## src/rtl/tl_pkg.sv

```systemverilog
// Shared encodings for the intersection phase scheduler: lamp codes,
// 3-bit state codes and the state-to-lamp decode.
package tl_pkg;

  typedef enum logic [1:0] {
    LAMP_GREEN  = 2'b00,
    LAMP_YELLOW = 2'b01,
    LAMP_LEFT   = 2'b10,
    LAMP_RED    = 2'b11
  } lamp_t;

  typedef enum logic [2:0] {
    A_GRN  = 3'd0,
    A_YEL  = 3'd1,
    A_LFT  = 3'd2,
    A_LYEL = 3'd3,
    B_GRN  = 3'd4,
    B_YEL  = 3'd5,
    B_LFT  = 3'd6,
    B_LYEL = 3'd7
  } state_t;

  typedef struct packed {
    lamp_t la;
    lamp_t lb;
  } lamps_t;

  // Moore lamp decode; every state keeps at least one road on RED.
  function automatic lamps_t state_lamps(input state_t s);
    lamps_t l;
    l.la = LAMP_RED;
    l.lb = LAMP_RED;
    case (s)
      A_GRN:  l.la = LAMP_GREEN;
      A_YEL:  l.la = LAMP_YELLOW;
      A_LFT:  l.la = LAMP_LEFT;
      A_LYEL: l.la = LAMP_YELLOW;
      B_GRN:  l.lb = LAMP_GREEN;
      B_YEL:  l.lb = LAMP_YELLOW;
      B_LFT:  l.lb = LAMP_LEFT;
      B_LYEL: l.lb = LAMP_YELLOW;
      default: ;
    endcase
    return l;
  endfunction

endpackage

```

## src/rtl/tl_dwell_timer.sv

```systemverilog
// Dwell counter: restarts at 0 when the scheduler changes state and
// otherwise counts up, saturating at all-ones.
module tl_dwell_timer #(
  parameter int CW = 6
) (
  input  logic          clk,
  input  logic          reset_n,
  input  logic          clr,
  output logic [CW-1:0] dwell
);

  // Count cycles spent in the current state.
  always_ff @(posedge clk or negedge reset_n) begin
    // NOTE: sequential state uses non-blocking assignments so every register samples pre-edge values.
    if (!reset_n) begin
      dwell <= '0;
    end else if (clr) begin
      dwell <= '0;
    end else if (dwell != '1) begin
      dwell <= dwell + CW'(1);
    end
  end

endmodule

```

## src/rtl/tl_phase_sched.sv

```systemverilog
// Demand-actuated eight-phase scheduler for a two-road intersection with
// protected left turns and pedestrian walk lamps.
module tl_phase_sched
  import tl_pkg::*;
#(
  parameter int GREEN_MIN = 8,
  parameter int GREEN_MAX = 32,
  parameter int YELLOW_T  = 3,
  parameter int LEFT_T    = 6,
  parameter int CW        = 6
) (
  input  logic       clk,
  input  logic       reset_n,
  input  logic       car_a,
  input  logic       car_al,
  input  logic       car_b,
  input  logic       car_bl,
  input  logic       ped_a,
  input  logic       ped_b,
  output logic [1:0] La,
  output logic [1:0] Lb,
  output logic       walk_a,
  output logic       walk_b,
  output logic [2:0] phase
);

  // Last-cycle dwell values: a state of dwell N exits when dwell == N-1.
  localparam logic [CW-1:0] GMIN_END = CW'(GREEN_MIN - 1);
  localparam logic [CW-1:0] GMAX_END = CW'(GREEN_MAX - 1);
  localparam logic [CW-1:0] YEL_END  = CW'(YELLOW_T - 1);
  localparam logic [CW-1:0] LFT_END  = CW'(LEFT_T - 1);

  state_t        state, state_next;
  logic [CW-1:0] dwell;
  logic          al_lat, bl_lat, pa_lat, pb_lat;
  logic          xa, xb;
  logic          state_chg;
  logic          enter_a_grn, enter_b_grn, enter_a_lft, enter_b_lft;
  lamps_t        lamps;

  assign state_chg   = (state_next != state);
  assign enter_a_grn = state_chg && (state_next == A_GRN);
  assign enter_b_grn = state_chg && (state_next == B_GRN);
  assign enter_a_lft = state_chg && (state_next == A_LFT);
  assign enter_b_lft = state_chg && (state_next == B_LFT);

  // Demand for the other road, which is what ends a green.
  assign xa = car_b | bl_lat | pb_lat | al_lat;
  assign xb = car_a | al_lat | pa_lat | bl_lat;

  tl_dwell_timer #(.CW(CW)) u_dwell (
    .clk     (clk),
    .reset_n (reset_n),
    .clr     (state_chg),
    .dwell   (dwell)
  );

  // State register.
  always_ff @(posedge clk or negedge reset_n) begin
    if (!reset_n) state <= A_GRN;
    else          state <= state_next;
  end

  // Next-state logic: greens rest without cross demand, timed states exit on dwell.
  always_comb begin
    // NOTE: defaults assigned first so no path leaves state_next unassigned (no latch).
    state_next = state;
    case (state)
      A_GRN:  if (dwell >= GMIN_END && xa && (!car_a || dwell == GMAX_END)) state_next = A_YEL;
      A_YEL:  if (dwell == YEL_END) state_next = al_lat ? A_LFT : B_GRN;
      A_LFT:  if (dwell == LFT_END) state_next = A_LYEL;
      A_LYEL: if (dwell == YEL_END) state_next = B_GRN;
      B_GRN:  if (dwell >= GMIN_END && xb && (!car_b || dwell == GMAX_END)) state_next = B_YEL;
      B_YEL:  if (dwell == YEL_END) state_next = bl_lat ? B_LFT : A_GRN;
      B_LFT:  if (dwell == LFT_END) state_next = B_LYEL;
      B_LYEL: if (dwell == YEL_END) state_next = A_GRN;
      default: state_next = A_GRN;
    endcase
  end

  // Request latches; the clear on serving entry beats a same-cycle request.
  always_ff @(posedge clk or negedge reset_n) begin
    if (!reset_n) begin
      al_lat <= 1'b0;
      bl_lat <= 1'b0;
      pa_lat <= 1'b0;
      pb_lat <= 1'b0;
    end else begin
      al_lat <= (al_lat | car_al) & ~enter_a_lft;
      bl_lat <= (bl_lat | car_bl) & ~enter_b_lft;
      pa_lat <= (pa_lat | ped_a)  & ~enter_a_grn;
      pb_lat <= (pb_lat | ped_b)  & ~enter_b_grn;
    end
  end

  // Walk lamps: armed on green entry by a pending request, held for GREEN_MIN cycles.
  always_ff @(posedge clk or negedge reset_n) begin
    if (!reset_n) begin
      walk_a <= 1'b0;
      walk_b <= 1'b0;
    end else begin
      walk_a <= enter_a_grn ? (pa_lat | ped_a)
                            : (walk_a && state_next == A_GRN && dwell != GMIN_END);
      walk_b <= enter_b_grn ? (pb_lat | ped_b)
                            : (walk_b && state_next == B_GRN && dwell != GMIN_END);
    end
  end

  assign lamps = state_lamps(state);
  assign La    = lamps.la;
  assign Lb    = lamps.lb;
  assign phase = state;

endmodule
```

## config.mk

```make
export PLATFORM = sky130hd
export DESIGN_NAME = tl_phase_sched
export DESIGN_NICKNAME = d
export VERILOG_FILES = /design/src/rtl/tl_pkg.sv /design/src/rtl/tl_dwell_timer.sv /design/src/rtl/tl_phase_sched.sv
export SDC_FILE = /design/constraint.sdc
export NUM_CORES = 1
export LEC_CHECK = 0
export BUFFER_PORTS_ARGS = -buffer_cell sky130_fd_sc_hd__buf_2
export CAP_MARGIN = 20
export CORE_ASPECT_RATIO = 1.5
export CORE_MARGIN = 2
export CORE_UTILIZATION = 41
export DETAILED_ROUTE_END_ITERATION = 16
export MAX_ROUTING_LAYER = met4
export SETUP_SLACK_MARGIN = 0.05
export SLEW_MARGIN = 40
export SYNTH_ARGS = -nofsm -noshare
export SYNTH_HDL_FRONTEND = slang
export SYNTH_HIERARCHICAL = 1
export SYNTH_SLANG_ARGS = --single-unit
export TNS_END_PERCENT = 50
```

## constraint.sdc

```tcl
create_clock -name clk -period 3.76 [get_ports clk]
set_input_delay 0.752 -clock clk [delete_from_list [all_inputs] [get_ports clk]]
set_output_delay 0.752 -clock clk [all_outputs]
set_load 0.05 [all_outputs]
```

**After elaboration in Yosys (flattened, before gate mapping)**

Cells that the tools add are included.

- Multiplexer cells: 17
- Multiply operators: 0
- Div/mod/pow operators: 0
- Eq/ne operators: 16
- Add/subtract/negate cells: 1
- Shift operators: 0
- Order comparisons: 1
- Reduce and logical (&&, ||, !) cells: 21
- Bitwise operators: 18

Operators with widths:

| operator | count |
|---|---|
| two-way mux 3 bit | 10 |
| case mux 3 bit (8 select lines) | 1 |
| == test 3 bit (second input constant) | 6 |
| logical AND 1 bit | 12 |
| two-way mux 6 bit | 2 |
| case mux 2 bit (3 select lines) | 2 |
| bitwise OR 1 bit | 10 |
| == test 3 x 2 -> 1 bit (second input constant) | 3 |
| adder 6 x 1 -> 6 bit (second input constant) | 1 |
| == test 6 x 2 -> 1 bit (second input constant) | 1 |
| == test 6 x 3 -> 1 bit (second input constant) | 1 |
| == test 6 x 5 -> 1 bit (second input constant) | 1 |
| >= comparator 6 x 3 -> 1 bit (second input constant) | 1 |
| logical NOT 3 bit | 2 |
| != test 6 x 3 -> 1 bit (second input constant) | 1 |
| != test 6 bit (second input constant) | 1 |
| AND 1 bit | 4 |
| NOT 1 bit | 4 |
| OR reduction 2 bit | 2 |
| == test 3 x 1 -> 1 bit (second input constant) | 1 |
| != test 3 bit | 1 |
| logical NOT 1 bit | 2 |
| logical OR 1 bit | 2 |
| two-way mux 1 bit | 2 |
| nonzero test 2 bit | 1 |

- Latch bits: 0
- Memories kept: 0
- Register bits: 15
- ROM bits: 0
- Memory bits (writable): 0
- Output and inout port bits: 9

**Logic depth before layout (Yosys ltp)**

Gate-level depths: netlist (run 1).

- Depth in word-level cells: 11
- Mapped depth: 8

**By module**

The synthesis (run 1) kept the hierarchy.

Modules (own cells, without submodules):

| module | seq. area each (um2) | cells each | times used | area an instance (um2) |
|---|---|---|---|---|
| tl_phase_sched | 225.2 | 66 | 1 | 599.3 |
| tl_dwell_timer | 150.1 | 29 | 1 | 302.8 |

**Worst setup path after synthesis (run 1)**

OpenSTA, ideal clock, no wires.

- Kind: reg-to-reg
- Start point: register state[2] (netlist: phase[2])
- End point: register u_dwell.dwell[3]
- Setup slack: 1.681 ns
- Path buffers: 1
- Cell stages (with the launch flop): 9
- Setup time: 0.138 ns
- Data arrival time: 1.941 ns
- Cell sequence: dfrtp_1 -> buf_2 -> nand2b_1 -> a2111oi_1 -> nand2_1 -> a32oi_4 -> a21o_1 -> o21bai_1 -> a31oi_1

- Cells in the longest elaborated chain, start to end: 4
- Elaborated cells between the ends (all ways): 20
- Classes of those cells: eq/ne (8); mux (10); reduce/logical (2)

RTL lines:

| what | line | RTL |
|---|---|---|
| from (decl) | tl_phase_sched.sv:33 | `state_t state, state_next;` |
| from (signal assigned) | tl_phase_sched.sv:61 | `else state <= state_next;` |
| == test 3 bit, or another cell as far along | tl_phase_sched.sv:68 | `case (state)` |
| case mux 3 bit (8 select lines) (*) | tl_phase_sched.sv:68 |  |
| net state_next[0] | tl_phase_sched.sv:33 |  |
| != test 3 bit (*) | tl_phase_sched.sv:41 | `assign state_chg = (state_next != state);` |
| net state_chg | tl_phase_sched.sv:37 | `logic state_chg;` |
| two-way mux 6 bit / nonzero test 2 bit (equally long branches) | n/a |  |
| to (signal assigned) | tl_dwell_timer.sv:20 | `dwell <= dwell + CW'(1);` |
| to (decl) | tl_dwell_timer.sv:9 | `output logic [CW-1:0] dwell` |

Mark *: on every way through the listed nets, which the timed path passes. The rest lies on a longest branch.
A chain may end at the register's enable or synchronous reset.

**Worst setup path in the final report (run 1)**

- Start point: register u_dwell.dwell[4]
- End point: register u_dwell.dwell[3]

- Cells in the longest elaborated chain, start to end: 7
- Elaborated cells between the ends (all ways): 23
- Classes of those cells: order compare (1); eq/ne (5); mux (10); reduce/logical (7)

RTL lines:

| what | line | RTL |
|---|---|---|
| >= comparator 6 x 3 -> 1 bit / == test 6 x 5 -> 1 bit (equally long branches) | tl_phase_sched.sv:69, tl_phase_sched.sv:73 |  |
| logical AND 1 bit, or another cell as far along | tl_phase_sched.sv:73 | `B_GRN: if (dwell >= GMIN_END && xb && (!car_b \|\| dwell == GMAX_END)) state_next = B_YEL;` |
| logical AND 1 bit (on tied branches) | tl_phase_sched.sv:73, tl_phase_sched.sv:69 |  |
| two-way mux 3 bit (on tied branches) | tl_phase_sched.sv:73, tl_phase_sched.sv:69 |  |
| case mux 3 bit (8 select lines) (*) | tl_phase_sched.sv:68 |  |
| net state_next[0] | tl_phase_sched.sv:33 |  |
| != test 3 bit (*) | tl_phase_sched.sv:41 |  |
| net state_chg | tl_phase_sched.sv:37 |  |
| two-way mux 6 bit / nonzero test 2 bit (equally long branches) | n/a |  |

Marked as above.

==> results.ini, run 1 <==
[die]
die_y_um = 61.5
dieWidth_um = 42.3
ios = 17
start_util = 0.440
row_count = 20
die_area_sq_mm = 0.00260
core_sq_mm = 0.00205

[setup_path]
crit_fanout = 8
startpoint_type = flip-flop
slowest_stage = dfrtp_1
crit_family = compound AO/OA/AOI/OAI gates
endpoint_kind = flip-flop
cp.arrival_ns = 2.31
path_buf_inv = 0
cpPeakStageDelay_ns = 0.49
path_class = reg -> reg
crit_path_cell_trace = nor3_1 -> nand4_1 -> a22o_1 -> a32oi_4 -> a21o_1 -> o21bai_1 -> a31oi_1
cp.required_ns = 3.91

[clock_network]
numCtsBuffers = 3
cts_root_buffer = clkbuf_4
cts.clk_slew.worst_paths_ns = 0.09
insertion_delay_ns = 0.28
post_cts_buffers = 0
cts_resized = 0
cts_max_level = 1
tritoncts = built
cts_sinks = 15
ctsHoldBuffers = 0
clockBufferDepth = 2

[global_routing]
grt_pass1_wl_um = 3690
antenna_found_initial = 0
overflow = 0
grt_max_degree = 16
grt_use_total = 0.194
first_global_vias = 833

[logic_synthesis]
yosysSeqAreaShare = 0.416
synth_edf_count = 0
ys_seq_elements = 15
synth_top_family_by_area = simple AND/OR/NAND/NOR gates
yosysMostFrequentCell = dfrtp_1
netlist_area_sq_um = 902
syn_inst = 95
syn_nets = 104
synthXorXnorAreaFrac = 0
synth_top_cell_by_area = dfrtp_1
avgSynthCellArea_sq_um = 9.50
synthTopCellsByArea = dfrtp_1 42%, nand2_1 5.4%, a31oi_1 4.2%, nor3_1 3.9%, a32oi_4 3.1%
synth-compound-area-share = 0.261
synth_simple_gate_area_share = 0.275
synth_common_cells = 15 x dfrtp_1, 13 x nand2_1, 7 x nor3_1, 6 x a31oi_1
synth_fa_ha_area_frac = 0.0139
muxShareOfSynthArea = 0
yosysWarnings = 6
synth_ff_type = dfrtp_1
synthArstFlopShare = 1.00
synth.distinct_cells = 37
synth_top_area_share = 0.416

[finish]
area_delta_synth_final_pct = 13.2
insertedDiodeCount = 0
drive_gt1_frac = 0.239
nets = 123

[timing]
rsz0062_at_grt = false
skew_ns = 0.00378
worstMarginPinSlew_ns = 0.493
layout_min_cycle_time_ns = 2.16
fmax_ghz = 0.463
final-max-slew-violation-count = 0
final-setup-viol-count = 0
fin_crit_sh = 0.575
tns_ns = 0
hold_violations = 0
slew_headroom = 0.669
hold_slack_ns = 0.362

[power_and_ir_drop]
p_per_area_mw_per_mm2 = 255
ir_worst_vdd_v = 0.000227
leakagePower_nw = 0.445
p_sw_frac = 0.218
p_sw_mw = 0.0567
pwr-share-clk = 0.350
intPower_mw = 0.204
seqPwrFrac = 0.619
pwr-share-comb = 0.030

[placement]
gp_congestion = 0.858
port_buffers = 16
dp_hpwl_um = 1650

[route]
via_count = 824
first_pass_iters = 4
wire_per_inst_um = 15.7
ant_nets = 0
vias_per_cell = 6.10
drc = 0
wl_um = 2130
drt_iter0_markers = 17

[min_path]
hold_path_class = in -> async

[outcome]
status = completed

[run]
maxCapViolCount = 0

placed cells by master, fill, tap and decap left out, types with 2 or more instances in the layout:
| cell | n |
|---|---|
| dfrtp_1 | 15 |
| o2111ai_1 | 2 |
| o21bai_1 | 2 |
| nor2_1 | 4 |
| nand4_1 | 3 |
| nand3_1 | 3 |
| inv_1 | 4 |
| clkbuf_4 | 3 |
| a21oi_1 | 2 |
| nor3_1 | 7 |
| a21o_1 | 2 |
| buf_2 | 16 |
| a31oi_1 | 6 |
| nand2b_1 | 2 |
| o21a_1 | 3 |
| nand2_1 | 13 |
| o21ai_0 | 4 |
| nor4_1 | 2 |
path summary, 6_finish.rpt:
kind / from / end / slack [ns] / cells past startpoint
max in group asynchronous: reset_n / walk_b / 3.14 / 1
hold / removal: reset_n / u_dwell/dwell[2] / 0.36 / 1
min in group clk: walk_b / walk_b / 0.53 / 2
hold reg to reg: walk_b / walk_b / 0.53 / 2
setup / recovery: u_dwell/dwell[4] / u_dwell/dwell[3] / 1.60 / 7
setup reg to reg: u_dwell/dwell[4] / u_dwell/dwell[3] / 1.60 / 7
worst reg2reg max path, stage by stage, from the launching register on:
cell and delay, ns:
dfrtp_1 0.49, nor3_1 0.47, nand4_1 0.15, a22o_1 0.23
a32oi_4 0.25, a21o_1 0.25, o21bai_1 0.13, a31oi_1 0.06
power groups by stage:
stage | Sequential [mW] | Clock [mW] | Combinational, mW
2_1_floorplan | 0.164 | 0 | 0.000952
3_3_place_gp | 0.164 | 0 | 0.00799
3_5_place_dp | 0.164 | 0 | 0.00821
4_1_cts | 0.161 | 0.0954 | 0.00823
5_1_grt | 0.161 | 0.103 | 0.00912
6_report | 0.161 | 0.0912 | 0.00794
logic make-up after synthesis:
family                   after synthesis
AO/OA/AOI/OAI                         29
adder cells (fa/ha/maj)                1
buffers and inverters                  6
flip-flops                            15
AND/OR/NAND/NOR                       44
cell type report:
| cell class | count | area, sq um |
|---|---|---|
| sequential | 15 | 375 |
| timing repair buffer | 16 | 80.1 |
| multi-input combinational | 74 | 495 |
| clock buffer | 3 | 22.5 |
| inverter | 4 | 15.0 |
| fill | 206 | 1030 |
| tap | 22 | 27.5 |
| clock inverter | 1 | 5.00 |
sequential cells by signal, indices dropped and copies added, names as in the netlist:
register and cells:
pa_lat 1, bl_lat 1, al_lat 1, phase 3, walk_b 1, pb_lat 1, u_dwell/dwell 6, walk_a 1
routing by layer:
metal,vias to the layer above,share of wire,wire length (um),track usage
met3,5,0.040,86,0.0176
met5,-,0,0,-
met2,26,0.54,1150,0.352
met1,394,0.40,843,0.214
li1,399,-,-,-
met4,0,0.022,46,0.0938
per-stage QoR:
stage          worst slack [ns]   util  cell area [sq um]  total power, mW  cells
2_1_floorplan              1.68      -                902            0.165     95
3_3_place_gp               1.60  0.484                993            0.172    131
3_5_place_dp               1.54  0.484                993            0.173    131
5_1_grt                    1.44  0.498               1020            0.273    135
4_1_cts                    1.60  0.498               1020            0.265    135
6_report                   1.60  0.498               1020            0.260    135
Note: power is estimated with default switching activity, not from simulation.
==> run 2, diff against run 1 <==
- clock period: 3.76 -> 2.07 ns (I/O delays scaled with it)
==> run 2 against run 1 <==
Utilization up 3.7 points. First-iteration DRC count down 12%. Register-to-register slack worse by 1.4 ns. Final cell count up 7.4%. Design area up 7.4%. Die area unchanged. Critical path type unchanged. Largest cell class unchanged. Largest power group unchanged.
==> results.ini, run 2 (same netlist as run 1, synthesis figures left out) <==
[min_path]
hold_path_class = in -> async

[timing]
rsz0062_at_grt = false
layout_min_cycle_time_ns = 1.85
fin_crit_sh = 0.895
skew_ns = 0.00181
tns_ns = 0
fmax_ghz = 0.540
final-setup-viol-count = 0
hold_slack_ns = 0.0121
hold_violations = 0
slew_headroom = 0.767
final-max-slew-violation-count = 0
worstMarginPinSlew_ns = 0.350

[clock_network]
cts_max_level = 1
numCtsBuffers = 3
ctsHoldBuffers = 0
tritoncts = built
cts_resized = 0
cts_sinks = 15
insertion_delay_ns = 0.29
cts_root_buffer = clkbuf_4
clockBufferDepth = 2
post_cts_buffers = 0
cts.clk_slew.worst_paths_ns = 0.09

[finish]
layout.cells.non_filler = 145
largest_reg_flops = 6
utilization = 0.534
insertedDiodeCount = 0
area_delta_synth_final_pct = 21.5
final_cell_mix = 16 x buf_2, 14 x dfrtp_1, 13 x nand2_1
final_common_cell = buf_2
nets = 133
drive_gt1_frac = 0.301
regMostFlops = u_dwell/dwell

[die]
die_y_um = 61.5
start_util = 0.440
dieWidth_um = 42.3
ios = 17
row_count = 20
die_area_sq_mm = 0.00260
core_sq_mm = 0.00205

[power_and_ir_drop]
pwr-share-comb = 0.030
p_sw_frac = 0.226
intPower_mw = 0.373
pwr-share-clk = 0.362
ir_worst_vdd_v = 0.000271
p_per_area_mw_per_mm2 = 440
leakagePower_nw = 0.486
seqPwrFrac = 0.607
p_sw_mw = 0.109

[placement]
dp_hpwl_um = 1710
gp_congestion = 0.823
dp_cells = 141
port_buffers = 16

[route]
drt_iter0_markers = 15
wire_per_inst_um = 15.5
vias_per_cell = 5.79
first_pass_iters = 4
wl_um = 2250
drc = 0
via_count = 839
ant_nets = 0

[global_routing]
overflow = 0
grt_use_total = 0.199
antenna_found_initial = 0
grt_max_degree = 16
first_global_vias = 844
grt_pass1_wl_um = 3730

[setup_path]
cp.arrival_ns = 2.02
path_class = reg -> reg
cp.required_ns = 2.24
crit_fanout = 6
endpoint_kind = flip-flop
startpoint_type = flip-flop

[run]
maxCapViolCount = 0

[outcome]
status = completed

[run 2: cell types whose count changed in the layout (fill, tap and decap cells not counted), sizes merged]
cell    before  now
clkbuf       3    4
clkinv       1    0
buf         16   26
[run 2: worst max-delay path, stage by stage (launching register included)]
cell and delay [ns]:
dfrtp_1 0.38, nor3_1 0.21, buf_4 0.17, nand4_1 0.11, a22o_1 0.23, a32oi_4 0.20
a21o_1 0.23, o21bai_1 0.14, a31oi_1 0.06
[run 2: path summary, 6_finish.rpt]
check                                      start          endpoint  depth (start not counted)  slack (ns)
min in group clk                           ped_b            pb_lat                          2        0.34
worst max-delay path            u_dwell/dwell[5]  u_dwell/dwell[2]                          8        0.22
worst min register to register            walk_b            walk_b                          2        0.54
max in group asynchronous                reset_n          phase[2]                          1        1.78
worst min-delay path                     reset_n            walk_a                          1        0.01
worst max register to register  u_dwell/dwell[5]  u_dwell/dwell[2]                          8        0.22
[run 2: final cells by class]
type	count	area, sq um
well taps	22	27.5
clock buffers	4	26.3
flip-flops and latches	15	377
fillers	208	956
inverters	4	15.0
multi-input cells	74	495
repair buffers	26	155
[run 2: through the flow]
stage	worst slack (ns)	instance area (sq um)	power, mW
after floorplan	0.0952	903	0.300
after global placement	0.266	1070	0.313
after detailed placement	0.225	1070	0.313
after CTS	0.200	1100	0.485
after global routing	0.0595	1100	0.505
final	0.218	1100	0.482
[run 2: power groups by stage]
stage | Sequential [mW] | Clock (mW) | Combinational [mW]
after floorplan | 0.299 | 0 | 0.00173
after global placement | 0.299 | 0 | 0.0148
after detailed placement | 0.299 | 0 | 0.0149
after CTS | 0.293 | 0.177 | 0.0150
after global routing | 0.293 | 0.196 | 0.0167
final | 0.293 | 0.175 | 0.0146
[run 2: metal layers]
layer | GRT usage | wire [um] | up-vias
li1 | - | - | 422
met1 | 0.206 | 888 | 391
met2 | 0.367 | 1230 | 21
met3 | 0.0205 | 76 | 5
met4 | 0.116 | 50 | 0
met5 | - | 0 | -
==> run 3, diff against run 2 <==
- ABC_AREA: default -> 1
==> run 3 against run 2 <==
Utilization shrank 4.2 points. Sequential power grew 71%. Via count grew 33%. Highest routed layer unchanged. Area after synthesis grew 22%. Final cell count grew 57%. Critical path type unchanged. Critical path depth grew 4. Register-to-register slack gained 0.02 ns.
==> results.ini, run 3 <==
[outcome]
status = completed

[route]
wire_per_inst_um = 11.6
drt_iter0_markers = 17
vias_per_cell = 4.89
drc = 0
via_count = 1114
wl_um = 2650
first_pass_iters = 4
ant_nets = 0

[setup_path]
crit_family = simple AND/OR/NAND/NOR gates
startpoint_type = flip-flop
cp.depth = 12
crit_path_cell_trace = nor2_1 -> nand3_2 -> nand2_1 -> nand2_1 -> clkinv_1 -> nand2_1 -> inv_1 -> nand3_1 -> nand2_2 -> clkinvlp_4 -> nand4_1 -> nand2_1
reg2reg_slack_ns = 0.24
r2r_cells = 12
slowest_stage = dfrtp_2
crit_fanout = 8
cpPeakStageDelay_ns = 0.46
path_buf_inv = 3
cp.arrival_ns = 1.98
endpoint_kind = flip-flop
path_class = reg -> reg
crit_top_cell = nand2_1
cp.required_ns = 2.21

[logic_synthesis]
syn_inst = 170
synthTopCellsByArea = dfrtp_1 34%, nand2_1 17%, inv_1 8.9%, nand3_1 8.7%, nor2_1 8.2%
synth_common_cells = 50 x nand2_1, 26 x inv_1, 24 x nor2_1, 19 x nand3_1, 15 x dfrtp_1
avgSynthCellArea_sq_um = 6.45
synth_top_area_share = 0.342
ys_seq_elements = 15
synthArstFlopShare = 1.00
syn_nets = 179
synth.distinct_cells = 21
synth_ff_type = dfrtp_1
synth_top_cell_by_area = dfrtp_1
synth_edf_count = 0
yosysSeqAreaShare = 0.342
yosysMostFrequentCell = nand2_1
netlist_area_sq_mm = 0.00110
yosysWarnings = 6

[global_routing]
grt_pass1_wl_um = 4410
overflow = 0
antenna_found_initial = 0
grt_use_total = 0.207
grt_max_degree = 16
first_global_vias = 1084

[timing]
skew_ns = 0.00453
fmax_ghz = 0.545
rsz0062_at_grt = false
final-setup-viol-count = 0
worstMarginPinSlew_ns = 0.347
final-max-slew-violation-count = 0
hold_violations = 0
layout_setup_ws_ns = 0.235
layout_min_cycle_time_ns = 1.83
fin_crit_sh = 0.886
slew_headroom = 0.769
tns_ns = 0
hold_slack_ns = 0.0539

[power_and_ir_drop]
p_per_area_mw_per_mm2 = 1490
leakagePower_nw = 0.714
ir_worst_vdd_v = 0.000483
total_power_mw = 1.93

[clock_network]
numCtsBuffers = 3
cts_max_level = 1
clockBufferDepth = 2
cts_root_buffer = clkbuf_8
cts.clk_slew.worst_paths_ns = 0.06
insertion_delay_ns = 0.26
cts_sinks = 15
tritoncts = built
ctsHoldBuffers = 0

[die]
ios = 17
core_sq_mm = 0.00262
die_area_sq_mm = 0.00311
dieWidth_um = 46.2
start_util = 0.419
die_y_um = 67.4
row_count = 23

[placement]
dp_hpwl_um = 2160
post-place-ws_ns = 0.144
gp_congestion = 0.855
port_buffers = 16

[finish]
nets = 201
final_cell_mix = 49 x nand2_1, 26 x inv_1, 24 x nor2_1
regMostFlops = u_dwell/dwell
final_common_cell = nand2_1
insertedDiodeCount = 0
drive_gt1_frac = 0.241
largest_reg_flops = 6
area_delta_synth_final_pct = 17.4

[min_path]
hold_path_class = in -> async

[run]
maxCapViolCount = 0

run 3: cell count changes in the layout (fill, tap and decap cells not counted), moves of 4 or more:
cell	delta
nor3_1	-7
nand3_1	+16
inv_1	+22
a31oi_1	-6
nor2_1	+20
nand2_1	+36
nand2_2	+4
buf_4	-9
run 3: worst paths after layout:
kind,start,to
max in group asynchronous,reset_n,u_dwell/dwell[5]
min reg2reg,bl_lat,bl_lat
max,u_dwell/dwell[3],u_dwell/dwell[0]
max reg2reg,u_dwell/dwell[3],u_dwell/dwell[0]
min in group clk,car_bl,bl_lat
min,reset_n,walk_b
run 3: report_power, final:
group	switching, mW	total, mW	leakage (nW)	internal [mW]
combinational	0.862	1.18	0.509	0.319
sequential	0.108	0.501	0.179	0.393
clock	0.109	0.243	0.0255	0.134
total	1.08	1.93	0.714	0.846
run 3: area by class of cell:
type	instances	area (sq um)
multi-input combinational	123	599
clock inverter	1	5.00
tap	37	46.3
timing repair buffer	17	87.6
timing repair inverter	1	7.51
clock buffer	3	41.3
fill	275	1330
sequential	15	379
inverter	31	123
run 3: cell families (layout without fill, tap and decap cells):
| logic type | after synthesis | in the layout | share of synthesized area |
|---|---|---|---|
| AO/OA/AOI/OAI | 10 | 10 | 0.0616 |
| adder cells (fa/ha/maj) | 1 | 1 | 0.0114 |
| buffers and inverters | 32 | 53 | 0.119 |
| flip-flops | 15 | 15 | 0.342 |
| AND/OR/NAND/NOR | 112 | 112 | 0.466 |
run 3: routing by layer:
metal,vias to the layer above,track usage,share of wire
li1,570,-,-
met1,519,0.191,0.35
met2,18,0.373,0.59
met3,7,0.0294,0.023
met4,0,0.136,0.030
met5,-,-,0
run 3: through the flow:
step | cells | instance area, sq um | utilization
6_report | 228 | 1290 | 0.492
5_1_grt | 228 | 1290 | 0.492
4_1_cts | 227 | 1270 | 0.484
3_5_place_dp | 223 | 1220 | 0.466
3_3_place_gp | 223 | 1220 | 0.466
2_1_floorplan | 170 | 1100 | -
run 3: what timing repair did:
item                       CTS  global route
setup endpoints to repair    0             6
buffers inserted             0             0
gates resized for setup      0             6
